### src/rtl/fifo_rd_stream_pkg.sv
// rtl/fifo_rd_stream_pkg.sv - shared constants and pointer helper for the FIFO read-side streamer
package fifo_rd_stream_pkg;

    localparam int BUF_DEPTH = 3;
    localparam int PTR_WIDTH = 2;

    typedef logic [PTR_WIDTH-1:0] idx_t;

    // Advance a circular buffer index, wrapping from the last slot back to 0.
    function automatic idx_t ptr_next(idx_t p);
        return (p == idx_t'(BUF_DEPTH - 1)) ? '0 : p + idx_t'(1);
    endfunction

endpackage

### src/rtl/fifo_rd_stream_if.sv
// rtl/fifo_rd_stream_if.sv - FIFO read port plus outgoing valid/ready stream
interface fifo_rd_stream_if #(
    parameter int data_width = 7
);
    logic                  fifo_empty;
    logic                  fifo_rd_en;
    logic [data_width-1:0] fifo_rd_data;
    logic                  out_valid;
    logic                  out_ready;
    logic [data_width-1:0] out_data;

    modport master (
        input  fifo_empty,
        input  fifo_rd_data,
        input  out_ready,
        output fifo_rd_en,
        output out_valid,
        output out_data
    );

    modport slave (
        output fifo_empty,
        output fifo_rd_data,
        output out_ready,
        input  fifo_rd_en,
        input  out_valid,
        input  out_data
    );
endinterface

### src/rtl/fifo_skid_buf.sv
// rtl/fifo_skid_buf.sv - 3-entry circular register buffer with push/pop/clear
module fifo_skid_buf
    import fifo_rd_stream_pkg::*;
#(
    parameter int data_width = 7
) (
    input  logic                  clk,
    input  logic                  rst_n,
    input  logic                  clear,
    input  logic                  push,
    input  logic [data_width-1:0] push_data,
    input  logic                  pop,
    output idx_t                  count,
    output logic [data_width-1:0] head_data
);

    logic [data_width-1:0] mem [BUF_DEPTH];
    idx_t                  head;
    idx_t                  tail;

    // Storage, pointers and occupancy; clear wins over any push/pop in the same cycle.
    always_ff @(posedge clk or negedge rst_n) begin
        if (!rst_n) begin
            head  <= '0;
            tail  <= '0;
            count <= '0;
            for (int i = 0; i < BUF_DEPTH; i++) begin
                mem[i] <= '0;
            end
        end else if (clear) begin
            head  <= '0;
            tail  <= '0;
            count <= '0;
        end else begin
            if (push) begin
                for (int i = 0; i < BUF_DEPTH; i++) begin
                    if (tail == idx_t'(i)) begin
                        mem[i] <= push_data;
                    end
                end
                tail <= ptr_next(tail);
            end
            if (pop) begin
                head <= ptr_next(head);
            end
            if (push && !pop) begin
                count <= count + idx_t'(1);
            end else if (pop && !push) begin
                count <= count - idx_t'(1);
            end
        end
    end

    // Head word select; pointers never reach 3, so slot 0 doubles as the default.
    always_comb begin
        head_data = mem[0];
        for (int i = 1; i < BUF_DEPTH; i++) begin
            if (head == idx_t'(i)) begin
                head_data = mem[i];
            end
        end
    end

    // The issue rule upstream must keep occupancy within the three slots.
    a_no_overflow: assert property (@(posedge clk) disable iff (!rst_n)
        !(push && !pop && !clear && count == idx_t'(BUF_DEPTH)));

    a_count_range: assert property (@(posedge clk) disable iff (!rst_n)
        count <= idx_t'(BUF_DEPTH));

    a_no_underflow: assert property (@(posedge clk) disable iff (!rst_n)
        !(pop && count == '0));

endmodule

### src/rtl/fifo_rd_stream.sv
// rtl/fifo_rd_stream.sv - FIFO read-side controller repackaging words as a valid/ready stream
module fifo_rd_stream
    import fifo_rd_stream_pkg::*;
#(
    parameter int data_width = 7,
    parameter int cnt_width  = 16
) (
    input  logic                 clk,
    input  logic                 rst_n,
    input  logic                 flush,
    fifo_rd_stream_if.master     bus,
    output logic [cnt_width-1:0] xfer_cnt
);

    logic       pend;
    idx_t       count;
    logic       push;
    logic       pop;
    logic [2:0] demand;

    // Entries held plus the word still in flight; reads stop once that fills the buffer,
    // which keeps out_ready out of the read-strobe path.
    assign demand         = {1'b0, count} + {2'b00, pend};
    assign bus.fifo_rd_en = rst_n && !bus.fifo_empty && !flush && (demand < 3'(BUF_DEPTH));

    assign bus.out_valid = (count != '0);
    assign pop           = bus.out_valid && bus.out_ready;
    assign push          = pend && !flush;

    fifo_skid_buf #(
        .data_width (data_width)
    ) u_skid_buf (
        .clk       (clk),
        .rst_n     (rst_n),
        .clear     (flush),
        .push      (push),
        .push_data (bus.fifo_rd_data),
        .pop       (pop),
        .count     (count),
        .head_data (bus.out_data)
    );

    // A read issued this cycle returns data next cycle; flush already blocks the strobe.
    always_ff @(posedge clk or negedge rst_n) begin
        if (!rst_n) begin
            pend <= 1'b0;
        end else begin
            pend <= bus.fifo_rd_en;
        end
    end

    // Completed handshakes, wrapping; a flush does not clear it.
    always_ff @(posedge clk or negedge rst_n) begin
        if (!rst_n) begin
            xfer_cnt <= '0;
        end else if (pop) begin
            xfer_cnt <= xfer_cnt + cnt_width'(1);
        end
    end

endmodule

### src/flat_wrapper.sv
// flat-port wrapper written by rule: the top's interface ports become plain ports
module fifo_rd_stream_flat import fifo_rd_stream_pkg::*;
#(
    parameter int data_width = 7,
    parameter int cnt_width  = 16
)
  (clk, rst_n, flush, xfer_cnt, bus_fifo_empty, bus_fifo_rd_data, bus_out_ready, bus_fifo_rd_en, bus_out_valid, bus_out_data);
  fifo_rd_stream_if #(.data_width(data_width)) bus_i ();
  input  logic clk;
  input  logic rst_n;
  input  logic flush;
  output logic [cnt_width-1:0] xfer_cnt;
  input wire logic [$bits(bus_i.fifo_empty)-1:0] bus_fifo_empty;
  input wire logic [$bits(bus_i.fifo_rd_data)-1:0] bus_fifo_rd_data;
  input wire logic [$bits(bus_i.out_ready)-1:0] bus_out_ready;
  output wire logic [$bits(bus_i.fifo_rd_en)-1:0] bus_fifo_rd_en;
  output wire logic [$bits(bus_i.out_valid)-1:0] bus_out_valid;
  output wire logic [$bits(bus_i.out_data)-1:0] bus_out_data;
  assign bus_i.fifo_empty = bus_fifo_empty;
  assign bus_i.fifo_rd_data = bus_fifo_rd_data;
  assign bus_i.out_ready = bus_out_ready;
  assign bus_fifo_rd_en = bus_i.fifo_rd_en;
  assign bus_out_valid = bus_i.out_valid;
  assign bus_out_data = bus_i.out_data;
  fifo_rd_stream #(.data_width(data_width), .cnt_width(cnt_width)) u_core (.clk(clk), .rst_n(rst_n), .flush(flush), .bus(bus_i), .xfer_cnt(xfer_cnt));
endmodule
### config.mk
export PLATFORM = sky130hd
export DESIGN_NAME = fifo_rd_stream_flat
export DESIGN_NICKNAME = d
export VERILOG_FILES = /design/src/rtl/fifo_rd_stream_pkg.sv /design/src/rtl/fifo_rd_stream_if.sv /design/src/rtl/fifo_skid_buf.sv /design/src/rtl/fifo_rd_stream.sv /design/src/flat_wrapper.sv
export SDC_FILE = /design/constraint.sdc
export NUM_CORES = 1
export LEC_CHECK = 0
export CORE_MARGIN = 2
export CORE_UTILIZATION = 42
export CTS_CLUSTER_SIZE = 25
export DETAILED_ROUTE_END_ITERATION = 16
export GPL_TIMING_DRIVEN = 0
export PLACE_DENSITY = 0.66
export RECOVER_POWER = 25
export REMOVE_ABC_BUFFERS = 1
export SYNTH_ARGS = -nofsm -noshare
export SYNTH_HDL_FRONTEND = slang
export SYNTH_SLANG_ARGS = --single-unit
### constraint.sdc
create_clock -name clk -period 2.7 [get_ports clk]
set_clock_uncertainty 0.05 [all_clocks]
set_input_delay 0.54 -clock clk [delete_from_list [all_inputs] [get_ports clk]]
set_output_delay 0.54 -clock clk [all_outputs]
set_load 0.02 [all_outputs]
==> impl_metrics.toml <==
[synthesis]
syn_area_per_cell_sq_um = 12.6
muxShareOfSynthArea = 0.155
synthArstFlopShare = 1.00
ys_seq_elements = 44
synth_adder_area_share = 0.0178
synth_edf_count = 0
synth-simple-area-share = 0.150
ys_seq_area_frac = 0.521
synth.distinct_cells = 34
synth.cell_area_sq_um = 2110
synth_cells = 168
yosys_warnings = 0
synth_compound_area_frac = 0.0652
synth_top_family_by_area = "multiplexers"
ys.flop_type = "dfrtp_1"
synth_xor_area_frac = 0.0705

[finish]
diodes = 0
final_common_cell = "dfrtp_1"
drive_above_1_share = 0.233
fill_cells = 412
fin_nets = 224
mostFrequentLayoutCells = "41 x dfrtp_1, 33 x clkdlybuf4s50_1, 22 x mux2_2, 13 x xnor2_1, 12 x a21oi_1"
area_growth_pct = 24.8

[detailed_routing]
viasPerCell = 5.16
dr.pass1.iters = 4
vias = 1428
drc = 0
avgRoutedWirePerCell_microns = 14.5
ant_nets = 0
drt_iter0_markers = 54
totalWireLength_microns = 4030

[setup_path]
regToRegEndpoint = "u_core.xfer_cnt[9]$_DFFE_PN0P_"
arrival_ps = 2030
crit_fanout = 4
r2r_start = "u_core.u_skid_buf.count[0]$_DFFE_PN0P_"
cp_data_required_time_ps = 2110
cp-end-kind = "primary output"
start_kind = "flip-flop"
rrSetupSlack_ps = 880
rr_worst_depth = 5
path_class = "flip-flop to primary output"

[clock_tree]
cts_hold_buf = 0
insertion_delay_ps = 290
cts_root_buf = "clkbuf_8"
cts-htree-levels = 2
clk_pin_slew_worst_paths_ps = 80
clock_sinks = 44
cts_buffers = 5
cts_tree = "built"
clk_path_buf_depth = 2

[sta]
max_freq_ghz = 0.382
rsz0062_at_grt = "false"
drv_slew = 35
fin_crit_sh = 0.969
slew_headroom = -0.172
worst_slack_ps = 82.9
hold_viol_final = 0
min_period_ps = 2620
setup_viol_count_final = 0
worstMarginPinSlew_ps = 1760

[global_route]
grt_max_degree = 35
grt_pass1_vias = 1408
grt_pass1_wl_microns = 6520
track_usage = 0.155
antenna_found_initial = 0
grt_overflow = 0

[power_and_ir_drop]
p_total_mw = 1.69
pwr_density_cell_nw_per_um2 = 642
p_leak_nw = 1.14
ir_drop_uv = 388

[floorplan]
ios = 37
die_area_sq_um = 5610
rows = 25
core_region_area_sq_um = 4790
start_util = 0.441
die_w_microns = 74.9
chipHeight_microns = 74.9

[job]
drv_cap = 1

[placement]
port_buffers = 36
hpwl_microns = 2840
globalplace.congestion = 0.674
place_ws_ps = -516

[outcome]
status = "finished with violations"
violations = "max-capacitance violations, max-slew violations"

[worst_hold_path]
hp-class = "input pin to async pin"
metal layers:
layer	wire, microns	vias to the layer above	track usage
li1	-	681	-
met2	1950	34	0.254
met3	216	10	0.0535
met4	70	0	0.0556
met5	0	-	0
met1	1790	703	0.192
area by class of cell:
class | instances | area, sq um | share of cell area
Clock buffer | 7 | 86.3 | 0.0327
Multi-Input combinational cell | 117 | 972 | 0.369
Sequential cell | 44 | 1100 | 0.419
Tap cell | 67 | 83.8 | 0.0318
Timing Repair Buffer | 40 | 378 | 0.143
Clock inverter | 1 | 7.51 | 0.00285
Inverter | 1 | 3.75 | 0.00142
worst max-delay path, stage by stage, from the launching register on:
cell	delay, ps
dfrtp_2	430
ha_1	210
ha_1	170
or4b_2	620
a21oi_2	160
buf_4	160
synthesized netlist by cell type (2+ instances only):
| cell type | n | area share |
|---|---|---|
| ha_1 | 3 | 0.018 |
| and3_1 | 3 | 0.0089 |
| nor3_1 | 2 | 0.0047 |
| xnor2_1 | 13 | 0.054 |
| mux2_2 | 22 | 0.12 |
| clkbuf_1 | 2 | 0.0036 |
| nand3_1 | 4 | 0.0095 |
| buf_4 | 2 | 0.0071 |
| nand4_1 | 3 | 0.0089 |
| nor2b_1 | 7 | 0.021 |
| xor2_1 | 4 | 0.017 |
| nand2_1 | 5 | 0.0089 |
| nor3_4 | 2 | 0.015 |
| nor3b_4 | 2 | 0.018 |
| a21oi_1 | 13 | 0.031 |
| dfrtp_1 | 44 | 0.52 |
| mux2i_1 | 8 | 0.038 |
| nor2_1 | 7 | 0.012 |
| a211oi_1 | 7 | 0.025 |
sequential cells by signal (all words and copies together), names as in the netlist:
| name | count |
|---|---|
| u_core.u_skid_buf.head | 2 |
| u_core.u_skid_buf.count | 2 |
| u_core.xfer_cnt | 16 |
| u_core.u_skid_buf.tail | 2 |
| u_core.pend | 1 |
| u_core.u_skid_buf.mem | 21 |
cells by family (layout without fill, tap and decap cells):
group           count (synthesis)  after routing
compound gates                 22             22
xor+xnor                       17             17
fa+ha+maj                       3              3
buf+inv                         7             49
flops                          44             44
mux                            30             30
simple gates                   45             45
per-stage QoR:
stage          utilization  instances  hold WS (ps)  cell area [sq um]  TNS, ps
6_report             0.551        277          62.7               2640        0
5_1_grt              0.551        277          65.2               2640        0
4_1_cts              0.549        274          72.0               2630        0
3_5_place_dp         0.529        266           395               2530     -516
3_3_place_gp         0.526        265           413               2520    -3650
2_1_floorplan            -        162           194               2070        0
worst max-delay path by stage:
| stage | end | slack (ps) | from | depth (start not counted) |
|---|---|---|---|---|
| 3_5_place_dp | bus_fifo_rd_en | -520 | flush | 4 |
| 2_1_floorplan | bus_fifo_rd_en | 280 | u_core.pend$_DFF_PN0_ | 4 |
| 3_3_place_gp | bus_fifo_rd_en | -1700 | rst_n | 4 |
| 4_1_cts | bus_fifo_rd_en | 0.6 | u_core.pend$_DFF_PN0_ | 5 |
| 5_1_grt | bus_fifo_rd_en | 20 | u_core.u_skid_buf.count[0]$_DFFE_PN0P_ | 5 |
| 6_report | bus_fifo_rd_en | 80 | u_core.u_skid_buf.count[0]$_DFFE_PN0P_ | 5 |
power by group:
| part | leakage, nW | switching (mW) | total (mW) | internal [mW] |
|---|---|---|---|---|
| clock network | 0.0445 | 0.212 | 0.419 | 0.208 |
| logic | 0.510 | 0.210 | 0.448 | 0.238 |
| registers | 0.584 | 0.0842 | 0.824 | 0.740 |
| total | 1.14 | 0.506 | 1.69 | 1.19 |
timing repair:
item | CTS | global route
setup endpoints to repair | 8 | 1
resized for setup | 9 | 1
cloned | 0 | 0
pin swaps | 0 | 0
buffers inserted | 0 | 3
Note: power is estimated with default switching activity, not from simulation.
==> variant, RTL diff (config.mk and constraints unchanged) <==
`cnt_width` is set to 16 in 2 places; all go to 32.
--- a/src/rtl/fifo_rd_stream.sv
+++ b/src/rtl/fifo_rd_stream.sv
@@ -5,3 +5,3 @@
     parameter int data_width = 7,
-    parameter int cnt_width  = 16
+    parameter int cnt_width  = 32
 ) (
--- a/src/flat_wrapper.sv
+++ b/src/flat_wrapper.sv
@@ -4,3 +4,3 @@
     parameter int data_width = 7,
-    parameter int cnt_width  = 16
+    parameter int cnt_width  = 32
 )
Interface: changed (resized xfer_cnt); port bits go from 37 to 53. The function was not compared with the original's and may differ.
==> variant against the original RTL <==
- first-iteration DRC count rose by 65%
- setup slack improved by 0.0012 ns
- wire length rose by 31%
- synthesized area rose by 31%
- final cell count rose by 36%
- non-clock buffer count rose by 16
- core utilization rose by 1.4 points
- sequential cell count rose by 16
- design area rose by 37%
- global-route usage rose by 0.12 points
- clock power rose by 76%
- total power rose by 32%
- critical path depth did not move
- critical path type unchanged
- critical endpoint unchanged
- highest routed layer unchanged
==> variant: results (changes against the original RTL) <==
total placed instance area 3390 um^2 (+34%); top flop regs u_core.xfer_cnt x32, u_core.u_skid_buf.mem x21; initial drt markers 89 (+65%); critical path launch point u_core.pend; Synthesis Warnings 0 (unchanged); Met3 Wirelength 306 um (+42%); critical path peak fanout 4 (unchanged); IO buf count 52 (+44%); H-tree depth 3 (+1); CP Capture Type primary output; Root Buffer clkbuf_8; grt met2 use 0.229 (-0.0257); R2R depth 6 (+1); Layout Utilization 0.564 (+0.0136); P_comb 0.429 mW (-4%); WL met2 2360 um (+21%); worst setup path end bus_fifo_rd_en; largest family of logic cells by synthesized area simple AND/OR/NAND/NOR gates; Hold Crit Class in -> async; largest buffer count on any clock path 2 (unchanged); worst-case vdd ir drop 0.317 mV (-18%); TritonCTS Buffers 9 (+4); share of layout cells above drive strength 1 0.187 (-0.0467); fill cell count 559 (+36%); post-synthesis mux area share 0.114 (-0.0411); Post-DP HPWL 3560 um (+25%); asr flop ratio synth 1.00 (unchanged); XOR/XNOR share of the synthesized area 0.104 (+0.0337); NumNets Final 310 (+38%); Synth Area in Adders 0.0135 (-0.00425); Seq pwr share 0.477 (-0.010); via/cell ratio 5.15 (-0.13%); Placer Congestion 0.736 (+9.1%); r2r setup slk 0.56 ns (-0.32 ns); max layer used met4; Clock transition at path regs 0.06 ns (-0.02 ns); status complete, no violations; PostCTS Resize Cnt 11 (+2); drt pass-1 iters 4 (unchanged); Skew-Pair Late Insertion Delay 0.33 ns (+0.04 ns); Worst Max-Slew Pin Slew 0.680 ns (-1.08 ns); vias in the first global route 1847 (+31%); Worst R2R End u_core.xfer_cnt[30]; Crit path arrival time 2.03 ns (about the same); Sw Share 0.274 (-0.0249); met1 usage 0.212 (+0.0210); ys flop type dfrtp_1; top cells by area, synth dfrtp_1 (54%), mux2_2 (8.5%), xnor2_1 (7.6%); Unique masters post-synth 37 (+8.8%); post-synthesis sequential area ratio 0.541 (+0.0197); met3 usage 0.0574 (+0.00385); P_leak 1.57 nW (+38%); Compound-Gate Fraction of Synth Area 0.0514 (-0.0138); wl on met1 2540 um (+42%); commonest cells in the netlist dfrtp_1 (60), xnor2_1 (24), mux2_2 (21), nand3_1 (16), nand2_1 (14); total track usage 0.157 (+0.00124); DRT Wirelength 5290 um (+31%); worst r2r src u_core.xfer_cnt[0]; first-pass GRT wire length 8950 um (+37%)
variant: changes by cell type after synthesis, sizes merged, moves of 2 or more:
cell,change
buf,-3
clkbuf,+2
xnor2,+11
dfrtp,+16
nand4,+3
nand3,+12
nand2,+9
xor2,+5
nor2,+6
variant: worst max-delay path: stages (launching register included):
cell,delay [ns]
dfrtp_2,0.43
ha_1,0.19
ha_1,0.17
or4b_2,0.61
a21oi_2,0.14
buf_4,0.15
variant: final cells by class:
type | instances | area share
multi-input cells | 167 | 0.348
repair buffers | 56 | 0.156
inverters | 1 | 0.00104
flip-flops and latches | 60 | 0.418
clock inverters | 1 | 0.00139
well taps | 77 | 0.0267
clock buffers | 15 | 0.0489
variant: worst min path at each step:
stage,startpoint,to,slack (ns),cells after the start
final,rst_n,u_core.u_skid_buf.mem[5],0.009,1
after global routing,rst_n,u_core.u_skid_buf.mem[5],0.01,1
after CTS,rst_n,u_core.u_skid_buf.mem[5],0.07,1
after detailed placement,u_core.xfer_cnt[16],u_core.xfer_cnt[16],0.44,1
after global placement,u_core.xfer_cnt[31],u_core.xfer_cnt[31],0.41,1
after floorplan,rst_n,u_core.pend,0.19,0
variant: through the flow:
| stage | hold WS, ns | setup TNS, ns | worst slack, ns | std cells | power, mW |
|---|---|---|---|---|---|
| after floorplan | 0.194 | 0 | 0.323 | 228 | 1.30 |
| after global placement | 0.411 | -62.40 | -2.42 | 357 | 1.50 |
| after detailed placement | 0.439 | -0.687 | -0.687 | 358 | 1.51 |
| after CTS | 0.0694 | 0 | 0.00458 | 374 | 2.25 |
| after global routing | 0.0134 | 0 | 0.00927 | 377 | 2.36 |
| final | 0.00867 | 0 | 0.0841 | 377 | 2.23 |
